## src/rtl/uart_pkg.sv

```systemverilog
// Shared definitions for the UART transmit-side blocks: FSM state type and
// common widths used by the feeder and its byte FIFO.
package uart_pkg;

    localparam int BYTE_W = 8;

    // Feeder FSM states. 3-bit encoding; codes 4..7 are unused and are
    // folded back to IDLE by the next-state logic.
    typedef enum logic [2:0] {
        ST_IDLE      = 3'd0,
        ST_LAUNCH    = 3'd1,
        ST_WAIT_DONE = 3'd2,
        ST_GAP       = 3'd3
    } feeder_state_e;

endpackage

```

## src/rtl/uart_byte_fifo.sv

```systemverilog
// Byte FIFO with count-derived full/empty. Pointers wrap naturally because
// DEPTH is a power of two. Head data is visible combinationally on pop_data.
module uart_byte_fifo
    import uart_pkg::*;
#(
    parameter int DEPTH = 8
) (
    input  logic                     clk,
    input  logic                     rst,
    input  logic                     push,
    input  logic [BYTE_W-1:0]        push_data,
    input  logic                     pop,
    output logic [BYTE_W-1:0]        pop_data,
    output logic [$clog2(DEPTH):0]   count,
    output logic                     full,
    output logic                     empty
);

    localparam int AW = $clog2(DEPTH);
    localparam int CW = AW + 1;
    localparam logic [CW-1:0] FULL_CNT = CW'(DEPTH);
    localparam logic [CW-1:0] CNT_ONE  = CW'(1);
    localparam logic [AW-1:0] PTR_ONE  = AW'(1);

    logic [BYTE_W-1:0] mem_q [DEPTH];
    logic [AW-1:0]     wr_ptr_q, wr_ptr_d;
    logic [AW-1:0]     rd_ptr_q, rd_ptr_d;
    logic [CW-1:0]     count_q, count_d;
    logic              push_ok;
    logic              pop_ok;

    assign full     = (count_q == FULL_CNT);
    assign empty    = (count_q == '0);
    assign count    = count_q;
    assign pop_data = mem_q[rd_ptr_q];

    // A push while full or a pop while empty is ignored outright.
    assign push_ok = push && !full;
    assign pop_ok  = pop && !empty;

    // Pointer and occupancy next-state; simultaneous push and pop keep count.
    always_comb begin
        wr_ptr_d = wr_ptr_q;
        rd_ptr_d = rd_ptr_q;
        count_d  = count_q;
        if (push_ok) begin
            wr_ptr_d = wr_ptr_q + PTR_ONE;
        end
        if (pop_ok) begin
            rd_ptr_d = rd_ptr_q + PTR_ONE;
        end
        if (push_ok && !pop_ok) begin
            count_d = count_q + CNT_ONE;
        end else if (!push_ok && pop_ok) begin
            count_d = count_q - CNT_ONE;
        end
    end

    // Pointer and count registers, cleared asynchronously.
    always_ff @(posedge clk or posedge rst) begin
        if (rst) begin
            wr_ptr_q <= '0;
            rd_ptr_q <= '0;
            count_q  <= '0;
        end else begin
            wr_ptr_q <= wr_ptr_d;
            rd_ptr_q <= rd_ptr_d;
            count_q  <= count_d;
        end
    end

    // Storage array is deliberately left without reset; count gates validity.
    always_ff @(posedge clk) begin
        if (push_ok) begin
            mem_q[wr_ptr_q] <= push_data;
        end
    end

endmodule

```

## src/rtl/uart_tx_feeder.sv

```systemverilog
// Feeds a byte-at-a-time UART transmitter from a FIFO. The FSM pops one byte
// into a holding register, raises data-valid until the transmitter reports
// active, waits for a fresh done pulse, then waits for done to fall again so
// the transmitter's cleanup cycle cannot swallow the next launch.
//
// Handshake: a write transfers on a rising clk edge where i_Wr_Valid and
// o_Wr_Ready are both high; o_Wr_Ready depends only on the occupancy count,
// never on i_Wr_Valid or on a pop in the same cycle.
module uart_tx_feeder
    import uart_pkg::*;
#(
    parameter int DEPTH = 8
) (
    input  logic                   clk,
    input  logic                   rst,
    input  logic                   i_Wr_Valid,
    input  logic [7:0]             i_Wr_Byte,
    output logic                   o_Wr_Ready,
    output logic                   o_Overflow,
    output logic [$clog2(DEPTH):0] o_Count,
    output logic                   o_TX_Data_Valid,
    output logic [7:0]             o_TX_Byte,
    input  logic                   i_TX_Active,
    input  logic                   i_TX_Done,
    output logic                   o_Busy
);

    feeder_state_e     state_q, state_d;
    logic              tx_dv_q, tx_dv_d;
    logic [BYTE_W-1:0] tx_byte_q, tx_byte_d;
    logic              tx_done_q, tx_done_d;
    logic              overflow_q, overflow_d;

    logic              fifo_pop;
    logic [BYTE_W-1:0] fifo_rd_data;
    logic              fifo_full;
    logic              fifo_empty;

    uart_byte_fifo #(
        .DEPTH (DEPTH)
    ) u_fifo (
        .clk       (clk),
        .rst       (rst),
        .push      (i_Wr_Valid),
        .push_data (i_Wr_Byte),
        .pop       (fifo_pop),
        .pop_data  (fifo_rd_data),
        .count     (o_Count),
        .full      (fifo_full),
        .empty     (fifo_empty)
    );

    assign o_Wr_Ready      = !fifo_full;
    assign o_Overflow      = overflow_q;
    assign o_TX_Data_Valid = tx_dv_q;
    assign o_TX_Byte       = tx_byte_q;
    assign o_Busy          = (state_q != ST_IDLE) || !fifo_empty;

    // Side registers: overflow flag for a rejected offer, and the previous
    // done level used for rising-edge detection in WAIT_DONE.
    always_comb begin
        overflow_d = i_Wr_Valid && fifo_full;
        tx_done_d  = i_TX_Done;
    end

    // Next-state and output logic for the launch sequencer.
    always_comb begin
        state_d   = state_q;
        tx_dv_d   = 1'b0;
        tx_byte_d = tx_byte_q;
        fifo_pop  = 1'b0;
        case (state_q)
            ST_IDLE: begin
                if (!fifo_empty) begin
                    fifo_pop  = 1'b1;
                    tx_byte_d = fifo_rd_data;
                    tx_dv_d   = 1'b1;
                    state_d   = ST_LAUNCH;
                end
            end
            ST_LAUNCH: begin
                // Hold valid until the transmitter has taken the byte.
                tx_dv_d = 1'b1;
                if (i_TX_Active) begin
                    tx_dv_d = 1'b0;
                    state_d = ST_WAIT_DONE;
                end
            end
            ST_WAIT_DONE: begin
                // Only a fresh rising edge counts; a stale high level does not.
                if (i_TX_Done && !tx_done_q) begin
                    state_d = ST_GAP;
                end
            end
            ST_GAP: begin
                if (!i_TX_Done) begin
                    state_d = ST_IDLE;
                end
            end
            default: begin
                state_d = ST_IDLE;
            end
        endcase
    end

    // State, holding register and side flags, cleared asynchronously.
    always_ff @(posedge clk or posedge rst) begin
        if (rst) begin
            state_q    <= ST_IDLE;
            tx_dv_q    <= 1'b0;
            tx_byte_q  <= '0;
            tx_done_q  <= 1'b0;
            overflow_q <= 1'b0;
        end else begin
            state_q    <= state_d;
            tx_dv_q    <= tx_dv_d;
            tx_byte_q  <= tx_byte_d;
            tx_done_q  <= tx_done_d;
            overflow_q <= overflow_d;
        end
    end

endmodule

```

## config.mk

```make
export PLATFORM = sky130hd
export DESIGN_NAME = uart_tx_feeder
export DESIGN_NICKNAME = d
export VERILOG_FILES = /design/src/rtl/uart_pkg.sv /design/src/rtl/uart_byte_fifo.sv /design/src/rtl/uart_tx_feeder.sv
export SDC_FILE = /design/constraint.sdc
export NUM_CORES = 1
export LEC_CHECK = 0
export BUFFER_PORTS_ARGS = -buffer_cell sky130_fd_sc_hd__buf_2
export CORE_MARGIN = 2
export CORE_UTILIZATION = 45
export DETAILED_ROUTE_END_ITERATION = 8
export GPL_ROUTABILITY_DRIVEN = 1
export PLACE_DENSITY = 0.74
export SKIP_CTS_REPAIR_TIMING = 1
export SLEW_MARGIN = 20
export SYNTH_ARGS = -nofsm -noshare
export SYNTH_HDL_FRONTEND = slang
export SYNTH_SLANG_ARGS = --single-unit
export TNS_END_PERCENT = 50
```

## constraint.sdc

```tcl
create_clock -name clk -period 7.44 [get_ports clk]
set_clock_uncertainty 0.2 [all_clocks]
set_input_delay 1.488 -clock clk [delete_from_list [all_inputs] [get_ports clk]]
set_output_delay 1.488 -clock clk [all_outputs]
set_load 0.05 [all_outputs]
```

==> results.tsv, run 1 <==
metric	value	unit
outcome	completed	
Inserted Clock Buffers	9	
unrepaired setup endpoints after global routing	no	
Hold WC Path Type	register to register	
post-DR wirelength/cell	17.10	um
count of state elements after synthesis	87	
uppermost metal layer occupied by signal nets	met4	
input/output buffers	28	
leakage power figure	1.563	nW
antenna violations before repair	0	
net switching share of the total power	38.29	%
most used cells in the layout excluding fill and tap cells	sky130_fd_sc_hd__edfxtp_1, sky130_fd_sc_hd__buf_2, sky130_fd_sc_hd__dfrtp_1	
post-route cell area	0.004053	mm^2
proportion of power drawn by the clock network	20.1	%
biggest area contributors in the synthesized netlist	sky130_fd_sc_hd__edfxtp_1, sky130_fd_sc_hd__dfrtp_1, sky130_fd_sc_hd__mux2_2	
placer congestion estimate	0.7901	
area added between synthesis and finish	11.69	%
DIE AREA	0.008798	mm^2
fraction of final layout cells with drive strength greater than 1	25.83	%
Post-Syn Instances	234	
post-synthesis cell area	0.003628	mm^2
Worst Max-Slew Pin Slew	1.023	ns
kind of end point of the critical path	register	
Arr. time, crit path	3.62	ns
iteration-0 DRC count of the detailed router	142	
Distinct cells, synth	35	
DRC violations left	0	
sinks on the clock net	87	
height of the chip	93.80	um
count of placed standard cells including taps	358	
length of routed met2 wiring	3221	um
number of synthesis warnings	0	
Synth Area per Inst	15.51	um^2
starting utilization of the core area	46.71	%
ratio of final minimum period to clock period	48.11	%
vias in the first global route	1895	
placed wire-length estimate after detailed placement	4007	um
number of standard cells in the layout, taps in and fillers out	373	
clock edge transition at the registers on the reported setup and hold paths	0.08	ns
total detailed-routing wirelength	6380	um
library cell with the largest summed area after synthesis	sky130_fd_sc_hd__edfxtp_1	
DRT Pass-1 Iters	4	
Worst slew margin	31.52	%
sum of routed wire segments on met1	2798	um
synthesized netlist net count	257	
met3 wirelength from detailed routing	236	um
portion of synthesized cell area occupied by the leading cell type	52.97	%
time the worst path needs with I/O delays and setup	3.580	ns
Avg Vias per Cell	5.268	
Inserted Diodes	0	
Seq pwr share	39.8	%
Pwr per Cell Area	437.0	mW/mm^2
internal power summed over all cells	1.093	mW
max-cap violation count	0	
maximum achievable frequency	279.4	MHz
crit path launch type	register	
Data required, critical path	7.48	ns
sum of negative setup slack	0	ns
Die X	93.80	um
number of routed nets with antenna violations	0	
number of endpoints with negative hold slack in the final report	0	
CTS root buf	sky130_fd_sc_hd__clkbuf_8	
share of synthesized area occupied by flip-flops and latches	68.83	%
Worst-Skew Late Latency	0.36	ns
clock tree from TritonCTS	built	
number of I/O pins	29	
total of endpoints with negative setup slack in the final report	0	
combinational share of power	40.1	%
largest net degree at the start of global routing	35	
CTS H-tree lvls	3	
post-layout net count	290	
global-route congestion overflow total	0	
combined global-route utilization of all metal layers	15.50	%
Hold Slack	0.2846	ns
number of pins with negative max-slew slack in the final report	0	
worst ir drop on vdd	0.1425	mV
overall power	1.771	mW
largest fanout on the critical path	21	
leading cell type in the layout, fill and taps excluded	sky130_fd_sc_hd__edfxtp_1	
Net Switching	0.6782	mW
global-route wire length before repair	9818	um
total via count after detailed routing	1965	
Placeable Area	0.007767	mm^2
maximum clock insertion buffer count	2	
critical path class	register to register	
DP Area	0.003835	mm^2
Rows	32	
## flip-flops by register name (all words and copies together), names as in the netlist
name,count
u_fifo.mem_q,64
o_TX_Byte,8
u_fifo.count,4
u_fifo.rd_ptr_q,3
u_fifo.wr_ptr_q,3
state_q,2
o_Overflow,1
o_TX_Data_Valid,1
tx_done_q,1
## area by class of cell
type	instances	area (um^2)
clock buffers	9	123.9
repair buffers	31	162.7
clock inverters	6	93.84
fillers	654	3715
multi-input cells	130	1017
well taps	102	127.6
flip-flops and latches	87	2497
inverters	8	30.03
## stage by stage
step           worst slack (ns)  util [%]
6_report                  3.860     52.17
5_1_grt                   3.582     52.17
4_1_cts                   3.825     52.17
3_5_place_dp              3.685     49.37
3_3_place_gp              3.793     49.37
2_1_floorplan             3.991         -
## worst paths after layout
path,startpoint,end,slack [ns],cells past startpoint
min in group asynchronous,rst,o_TX_Byte[7],1.11,2
hold reg to reg,o_TX_Byte[3],o_TX_Byte[3],0.28,2
setup / recovery,u_fifo.count[1],u_fifo.count[3],3.86,9
max in group asynchronous,rst,u_fifo.count[2],5.37,2
hold / removal,o_TX_Byte[3],o_TX_Byte[3],0.28,2
setup reg to reg,u_fifo.count[1],u_fifo.count[3],3.86,9
## metal layers
layer / GRT usage, % / vias to the layer above
li1: - / 948
met1: 19.22 / 968
met2: 25.30 / 40
met3: 3.451 / 9
met4: 8.333 / 0
met5: 0 / -
## logic make-up (layout without fill, tap and decap cells)
logic type      Yosys count  after routing  share of synthesized area, %
flops                    87             87                         68.83
fa+ha+maj                10             10                         3.655
buf+inv                  17             54                         3.138
simple gates             46             46                         5.897
compound gates           33             33                         6.690
mux                      36             36                         10.59
xor+xnor                  5              5                         1.207
## power by group through the flow
stage / clock network [mW] / logic (mW) / registers, mW
after floorplan: 0 / 0.471 / 0.829
after global placement: 0 / 0.700 / 0.711
after detailed placement: 0 / 0.716 / 0.716
after CTS: 0.365 / 0.716 / 0.706
after global routing: 0.382 / 0.771 / 0.718
final: 0.356 / 0.710 / 0.705
## critical path: stages (launching register included)
cell and delay (ns):
sky130_fd_sc_hd__dfrtp_1 0.45, sky130_fd_sc_hd__nor4_1 0.40, sky130_fd_sc_hd__nand2b_1 0.70, sky130_fd_sc_hd__ha_1 0.33, sky130_fd_sc_hd__inv_1 0.13, sky130_fd_sc_hd__ha_1 0.29, sky130_fd_sc_hd__a21o_1 0.22, sky130_fd_sc_hd__a2111oi_2 0.37
sky130_fd_sc_hd__a31oi_1 0.07, sky130_fd_sc_hd__a221o_1 0.31
## synth_stat cells
library cell                count
sky130_fd_sc_hd__buf_2          2
sky130_fd_sc_hd__nor4_1         2
sky130_fd_sc_hd__fa_1           1
sky130_fd_sc_hd__mux2i_1       17
sky130_fd_sc_hd__buf_6          2
sky130_fd_sc_hd__nand2b_2       1
sky130_fd_sc_hd__nand2b_1       5
sky130_fd_sc_hd__a221o_1        9
sky130_fd_sc_hd__buf_1          1
sky130_fd_sc_hd__nand4_1        1
sky130_fd_sc_hd__a31oi_1        1
sky130_fd_sc_hd__inv_1          7
sky130_fd_sc_hd__a21boi_0       1
sky130_fd_sc_hd__nor2_1        10
sky130_fd_sc_hd__nand2_1       22
sky130_fd_sc_hd__a21o_1         1
sky130_fd_sc_hd__edfxtp_1      64
sky130_fd_sc_hd__nor2b_1        1
sky130_fd_sc_hd__o21ai_0        2
sky130_fd_sc_hd__ha_1           9
sky130_fd_sc_hd__or4b_4         1
sky130_fd_sc_hd__xnor2_1        4
sky130_fd_sc_hd__mux2_2        19
sky130_fd_sc_hd__o21ai_1        7
sky130_fd_sc_hd__o22ai_1        8
sky130_fd_sc_hd__o21ai_2        1
sky130_fd_sc_hd__o21bai_1       1
sky130_fd_sc_hd__a2111oi_2      1
sky130_fd_sc_hd__buf_12         2
sky130_fd_sc_hd__clkbuf_1       2
sky130_fd_sc_hd__nor3_1         3
sky130_fd_sc_hd__dfrtp_1       23
sky130_fd_sc_hd__a21oi_1        1
sky130_fd_sc_hd__xor2_1         1
sky130_fd_sc_hd__inv_2          1
Power figures use the tool's default switching activity.
==> inputs of run 2 (changes only) <==
PLACE_DENSITY = 0.76   (was 0.74)
clock period = 3.2 ns   (was 7.44 ns; I/O delays follow)
==> run 2 against run 1 <==
Net effect: cell count increased by 1.1%; largest power group unchanged; non-clock buffer count increased by 3; register-to-register slack got worse by 3.7 ns; routed wire length decreased by 2.7%; total power increased by 130%; flip-flop and latch count unchanged; sequential power increased by 130%; sequential share of layout area decreased by 0.39 points; global-route usage decreased by 0.13 points; via count about the same; combinational power increased by 140%; first-iteration DRC count decreased by 48%; critical endpoint unchanged.
==> results.tsv, run 2 (same netlist as run 1, synthesis figures left out) <==
metric	value	unit	change
DRC violations left	0		unchanged
placed wire-length estimate after detailed placement	4127	um	+3.0%
total of endpoints with negative setup slack in the final report	0		unchanged
post-layout net count	293		+1.0%
count of placed standard cells including taps	361		+0.84%
ratio of final minimum period to clock period	94.89	%	+47 points
largest fanout on the critical path	6		-71%
worst ir drop on vdd	0.3057	mV	+110%
CP max stage cell	sky130_fd_sc_hd__or4b_4		
iteration-0 DRC count of the detailed router	74		-48%
clock edge transition at the registers on the reported setup and hold paths	0.08	ns	about the same
uppermost metal layer occupied by signal nets	met4		
Data required, critical path	3.24	ns	-4.24 ns
leakage power figure	1.574	nW	+0.75%
met3 wirelength from detailed routing	168	um	-29%
clock tree from TritonCTS	built		
register with the highest flop count	u_fifo.mem_q		
Worst slew margin	34.95	%	+3.4 points
DRT Pass-1 Iters	4		unchanged
Placeable Area	0.007767	mm^2	unchanged
Rows	32		unchanged
sum of routed wire segments on met1	2760	um	-1.4%
Die X	93.80	um	unchanged
length of routed met2 wiring	3118	um	-3.2%
post-DR wirelength/cell	16.47	um	-3.7%
overall power	4.145	mW	+130%
Hold WC Path Type	input pin to register		
Worst Max-Slew Pin Slew	0.9684	ns	-0.05503 ns
height of the chip	93.80	um	unchanged
Worst-Skew Late Latency	0.35	ns	about the same
sequence of cells on the critical path	or4b_4 -> nand2_2 -> inv_2 -> ha_1 -> inv_2 -> ha_1 -> a21o_1 -> a2111oi_2 -> a31oi_1 -> a221o_1		
input/output buffers	28		unchanged
sum of negative setup slack	0	ns	unchanged
delay of the slowest critical-path stage	0.56	ns	-0.14 ns
kind of end point of the critical path	register		
global-route wire length before repair	9839	um	+0.21%
Pwr per Cell Area	1014	mW/mm^2	+130%
Inserted Clock Buffers	9		unchanged
sinks on the clock net	87		unchanged
most used cells in the layout excluding fill and tap cells	sky130_fd_sc_hd__edfxtp_1, sky130_fd_sc_hd__buf_2, sky130_fd_sc_hd__nand2_1		
number of routed nets with antenna violations	0		unchanged
number of pins with negative max-slew slack in the final report	0		unchanged
fraction of final layout cells with drive strength greater than 1	28.73	%	+2.9 points
largest net degree at the start of global routing	35		unchanged
crit path launch type	register		
maximum achievable frequency	329.3	MHz	+18%
number of I/O pins	29		unchanged
leading cell type in the layout, fill and taps excluded	sky130_fd_sc_hd__edfxtp_1		
vias in the first global route	1947		+2.7%
combined global-route utilization of all metal layers	15.37	%	-0.13 points
total via count after detailed routing	1966		+0.051%
number of standard cells in the layout, taps in and fillers out	377		+1.1%
placer congestion estimate	0.7650		-3.2%
CTS root buf	sky130_fd_sc_hd__clkbuf_8		
Avg Vias per Cell	5.215		-1.0%
starting utilization of the core area	46.71	%	unchanged
unrepaired setup endpoints after global routing	no		
CTS H-tree lvls	3		unchanged
DIE AREA	0.008798	mm^2	unchanged
Inserted Diodes	0		unchanged
number of endpoints with negative hold slack in the final report	0		unchanged
global-route congestion overflow total	0		unchanged
Arr. time, crit path	3.07	ns	-0.55 ns
maximum clock insertion buffer count	2		unchanged
critical path class	register to register		
area added between synthesis and finish	12.62	%	
Hold Slack	0.2259	ns	-0.05863 ns
max-cap violation count	0		unchanged
antenna violations before repair	0		unchanged
number of flip-flops under the largest register name	64		unchanged
time the worst path needs with I/O delays and setup	3.036	ns	-0.5433 ns
outcome	completed		
total detailed-routing wirelength	6210	um	-2.7%
==> run 2: changes by cell type in the layout (fill, tap and decap cells not counted), sizes merged <==
cell / previous run / this run
buf: 31 / 34
clkbuf: 9 / 10
==> run 2: report_power, final <==
part           internal (mW)  total [mW]  switching (mW)
logic                  0.633        1.68            1.05
clock network          0.447       0.824           0.378
registers               1.49        1.64           0.149
total                   2.57        4.14            1.58
==> run 2: worst paths after layout <==
check	cells past startpoint	slack, ns	end	start
worst max-delay path	10	0.16	u_fifo.count[3]	u_fifo.count[1]
worst min-delay path	1	0.23	tx_done_q	i_TX_Done
worst max register to register	10	0.16	u_fifo.count[3]	u_fifo.count[1]
worst min register to register	2	0.28	o_TX_Byte[6]	o_TX_Byte[6]
max in group asynchronous	2	1.88	u_fifo.count[3]	rst
min in group asynchronous	2	0.29	o_TX_Byte[2]	rst
==> run 2: worst max-delay path: cells and delay by family (launching register included) <==
kind | cells | cell delay [ns]
adders and majority gates | 2 | 0.47
buffers and inverters | 2 | 0.18
AOI/OAI and AO/OA | 4 | 0.96
DFF | 1 | 0.45
and+or+nand+nor | 2 | 0.67
==> run 2: per-layer routing <==
| layer | GRT usage, % | vias to the layer above |
|---|---|---|
| met4 | 7.609 | 0 |
| met1 | 19.47 | 971 |
| met3 | 3.371 | 13 |
| li1 | - | 947 |
| met2 | 25.00 | 35 |
| met5 | 0 | - |
==> run 2: through the flow <==
stage / setup WS [ns] / util [%] / area (um^2)
6_report: 0.1636 / 52.61 / 4086
5_1_grt: 0.01252 / 52.61 / 4086
4_1_cts: 0.1513 / 52.61 / 4086
3_5_place_dp: 0.1842 / 49.76 / 3865
3_3_place_gp: 0.2264 / 49.76 / 3865
2_1_floorplan: 0.02439 / - / 3636
==> run 2: final cells by class <==
| type | count | area (um^2) |
|---|---|---|
| clock buffers | 10 | 127.6 |
| clock inverters | 6 | 93.84 |
| fillers | 648 | 3681 |
| inverters | 8 | 30.03 |
| multi-input cells | 130 | 1020 |
| flip-flops and latches | 87 | 2502 |
| well taps | 102 | 127.6 |
| repair buffers | 34 | 185.2 |
==> inputs of run 3 (changes only) <==
CORE_UTILIZATION = 53   (was 45)
PLACE_DENSITY = 0.86   (was 0.76)
==> run 3 against run 2 <==
Net effect: final area down 0.83%; hold slack worse by 0.00069 ns; critical path depth unchanged; non-clock buffer count unchanged.
==> results.tsv, run 3 (same netlist as run 1, synthesis figures left out) <==
metric	value	unit	change
outcome	completed		
global-route congestion overflow total	0		unchanged
placed wire-length estimate after detailed placement	4051	um	-1.8%
fill count	493		-24%
post-DR wirelength/cell	17.69	um	+7.4%
clock edge transition at the registers on the reported setup and hold paths	0.08	ns	about the same
Avg Vias per Cell	5.561		+6.6%
Placeable Area	0.006719	mm^2	-13%
number of flip-flops under the largest register name	64		unchanged
total of endpoints with negative setup slack in the final report	0		unchanged
area added between synthesis and finish	11.69	%	
starting utilization of the core area	54.00	%	+7.3 points
kind of end point of the critical path	register		
antenna violations before repair	0		unchanged
DRT Pass-1 Iters	4		unchanged
sequential cell area	0.002502	mm^2	unchanged
leading cell type in the layout, fill and taps excluded	sky130_fd_sc_hd__edfxtp_1		
vias in the first global route	1980		+1.7%
number of routed nets with antenna violations	0		unchanged
total via count after detailed routing	1974		+0.41%
Pwr per Cell Area	1015	mW/mm^2	about the same
DIE AREA	0.007524	mm^2	-14%
ratio of final minimum period to clock period	94.50	%	-0.39 points
sum of negative setup slack	0	ns	unchanged
DRC violations left	0		unchanged
iteration-0 DRC count of the detailed router	139		+88%
Data required, critical path	3.22	ns	-0.02 ns
CP max stage cell	sky130_fd_sc_hd__or4b_4		
time the worst path needs with I/O delays and setup	3.024	ns	-0.01246 ns
register with the highest flop count	u_fifo.mem_q		
Inserted Clock Buffers	9		unchanged
clock tree from TritonCTS	built		
CTS H-tree lvls	3		unchanged
number of endpoints with negative hold slack in the final report	0		unchanged
number of I/O pins	29		unchanged
number of pins with negative max-slew slack in the final report	0		unchanged
worst ir drop on vdd	0.3195	mV	+4.5%
placer congestion estimate	0.7452		-2.6%
input/output buffers	28		unchanged
Hold Slack	0.2252	ns	-0.0006930 ns
crit path launch type	register		
most used cells in the layout excluding fill and tap cells	sky130_fd_sc_hd__edfxtp_1, sky130_fd_sc_hd__buf_2, sky130_fd_sc_hd__nand2_1		
fraction of final layout cells with drive strength greater than 1	29.09	%	+0.36 points
Die X	86.74	um	-7.5%
Rows	30		-6.3%
Worst slew margin	37.03	%	+2.1 points
sequence of cells on the critical path	or4b_4 -> nand2_2 -> inv_2 -> ha_1 -> inv_2 -> ha_1 -> a21o_1 -> a2111oi_2 -> a31oi_1 -> a221o_1		
largest net degree at the start of global routing	35		unchanged
critical path class	register to register		
delay of the slowest critical-path stage	0.56	ns	about the same
maximum clock insertion buffer count	2		unchanged
Arr. time, crit path	3.05	ns	-0.02 ns
max-cap violation count	0		unchanged
largest fanout on the critical path	6		unchanged
Worst R2R Setup Slack	0.18	ns	about the same
total detailed-routing wirelength	6280	um	+1.1%
CTS root buf	sky130_fd_sc_hd__clkbuf_8		
combined global-route utilization of all metal layers	18.29	%	+2.9 points
leakage power figure	1.573	nW	about the same
Inserted Diodes	0		unchanged
area of combinational cells with multiple inputs	0.001020	mm^2	unchanged
height of the chip	86.74	um	-7.5%
Worst Max-Slew Pin Slew	0.9374	ns	-0.03095 ns
post-layout net count	293		unchanged
Hold WC Path Type	input pin to register		
maximum achievable frequency	330.7	MHz	+0.41%
unrepaired setup endpoints after global routing	no		
Worst-Skew Late Latency	0.34	ns	about the same
sinks on the clock net	87		unchanged
global-route wire length before repair	9970	um	+1.3%
[run 3: changes by cell type in the layout (fill, tap and decap cells not counted), sizes merged]
cell,previous run,this run
bufinv,2,1
clkbuf,10,11
clkinv,1,2
inv,10,9
[run 3: layer usage]
layer / part of all wire, % / vias to the layer above / GRT usage, %
met2: 50 / 57 / 28.67
met4: 2.0 / 0 / 9.375
met5: 0 / - / 0
met3: 4.8 / 8 / 4.762
li1: - / 946 / -
met1: 43 / 963 / 23.60
[run 3: cell type report]
class	count	area share, %
Tap cell	80	2.470
Sequential cell	87	61.75
Clock inverter	5	1.575
Clock buffer	11	3.736
Timing Repair Buffer	34	4.569
Multi-Input combinational cell	130	25.16
Inverter	8	0.7410
[run 3: critical path, delay by kind of cell, from the launching register on]
| family | cells | cell delay [ns] |
|---|---|---|
| flops | 1 | 0.45 |
| fa+ha+maj | 2 | 0.46 |
| buf+inv | 2 | 0.18 |
| simple gates | 2 | 0.67 |
| compound gates | 4 | 0.95 |
[run 3: through the flow]
step	setup slack [ns]	area, um^2	utilization [%]	total power [mW]	cells
2_1_floorplan	0.02439	3636	-	3.031	234
3_5_place_dp	0.1789	3837	57.11	3.355	339
4_1_cts	0.1696	4053	60.32	4.140	355
6_report	0.1761	4053	60.32	4.114	355
5_1_grt	0.008355	4053	60.32	4.342	355
3_3_place_gp	0.2352	3837	57.11	3.288	339
[run 3: path summary, 6_finish.rpt]
check / startpoint / endpoint / cells after the start
max: u_fifo.count[1] / u_fifo.count[3] / 10
min: i_TX_Done / tx_done_q / 1
max reg2reg: u_fifo.count[1] / u_fifo.count[3] / 10
min reg2reg: o_TX_Byte[3] / o_TX_Byte[3] / 2
max in group asynchronous: rst / u_fifo.count[3] / 2
min in group asynchronous: rst / o_TX_Byte[0] / 2
[run 3: power breakdown]
part           total, mW  internal [mW]  switching [mW]
clock              0.794          0.409           0.385
sequential          1.64           1.49           0.152
combinational       1.68          0.637            1.04
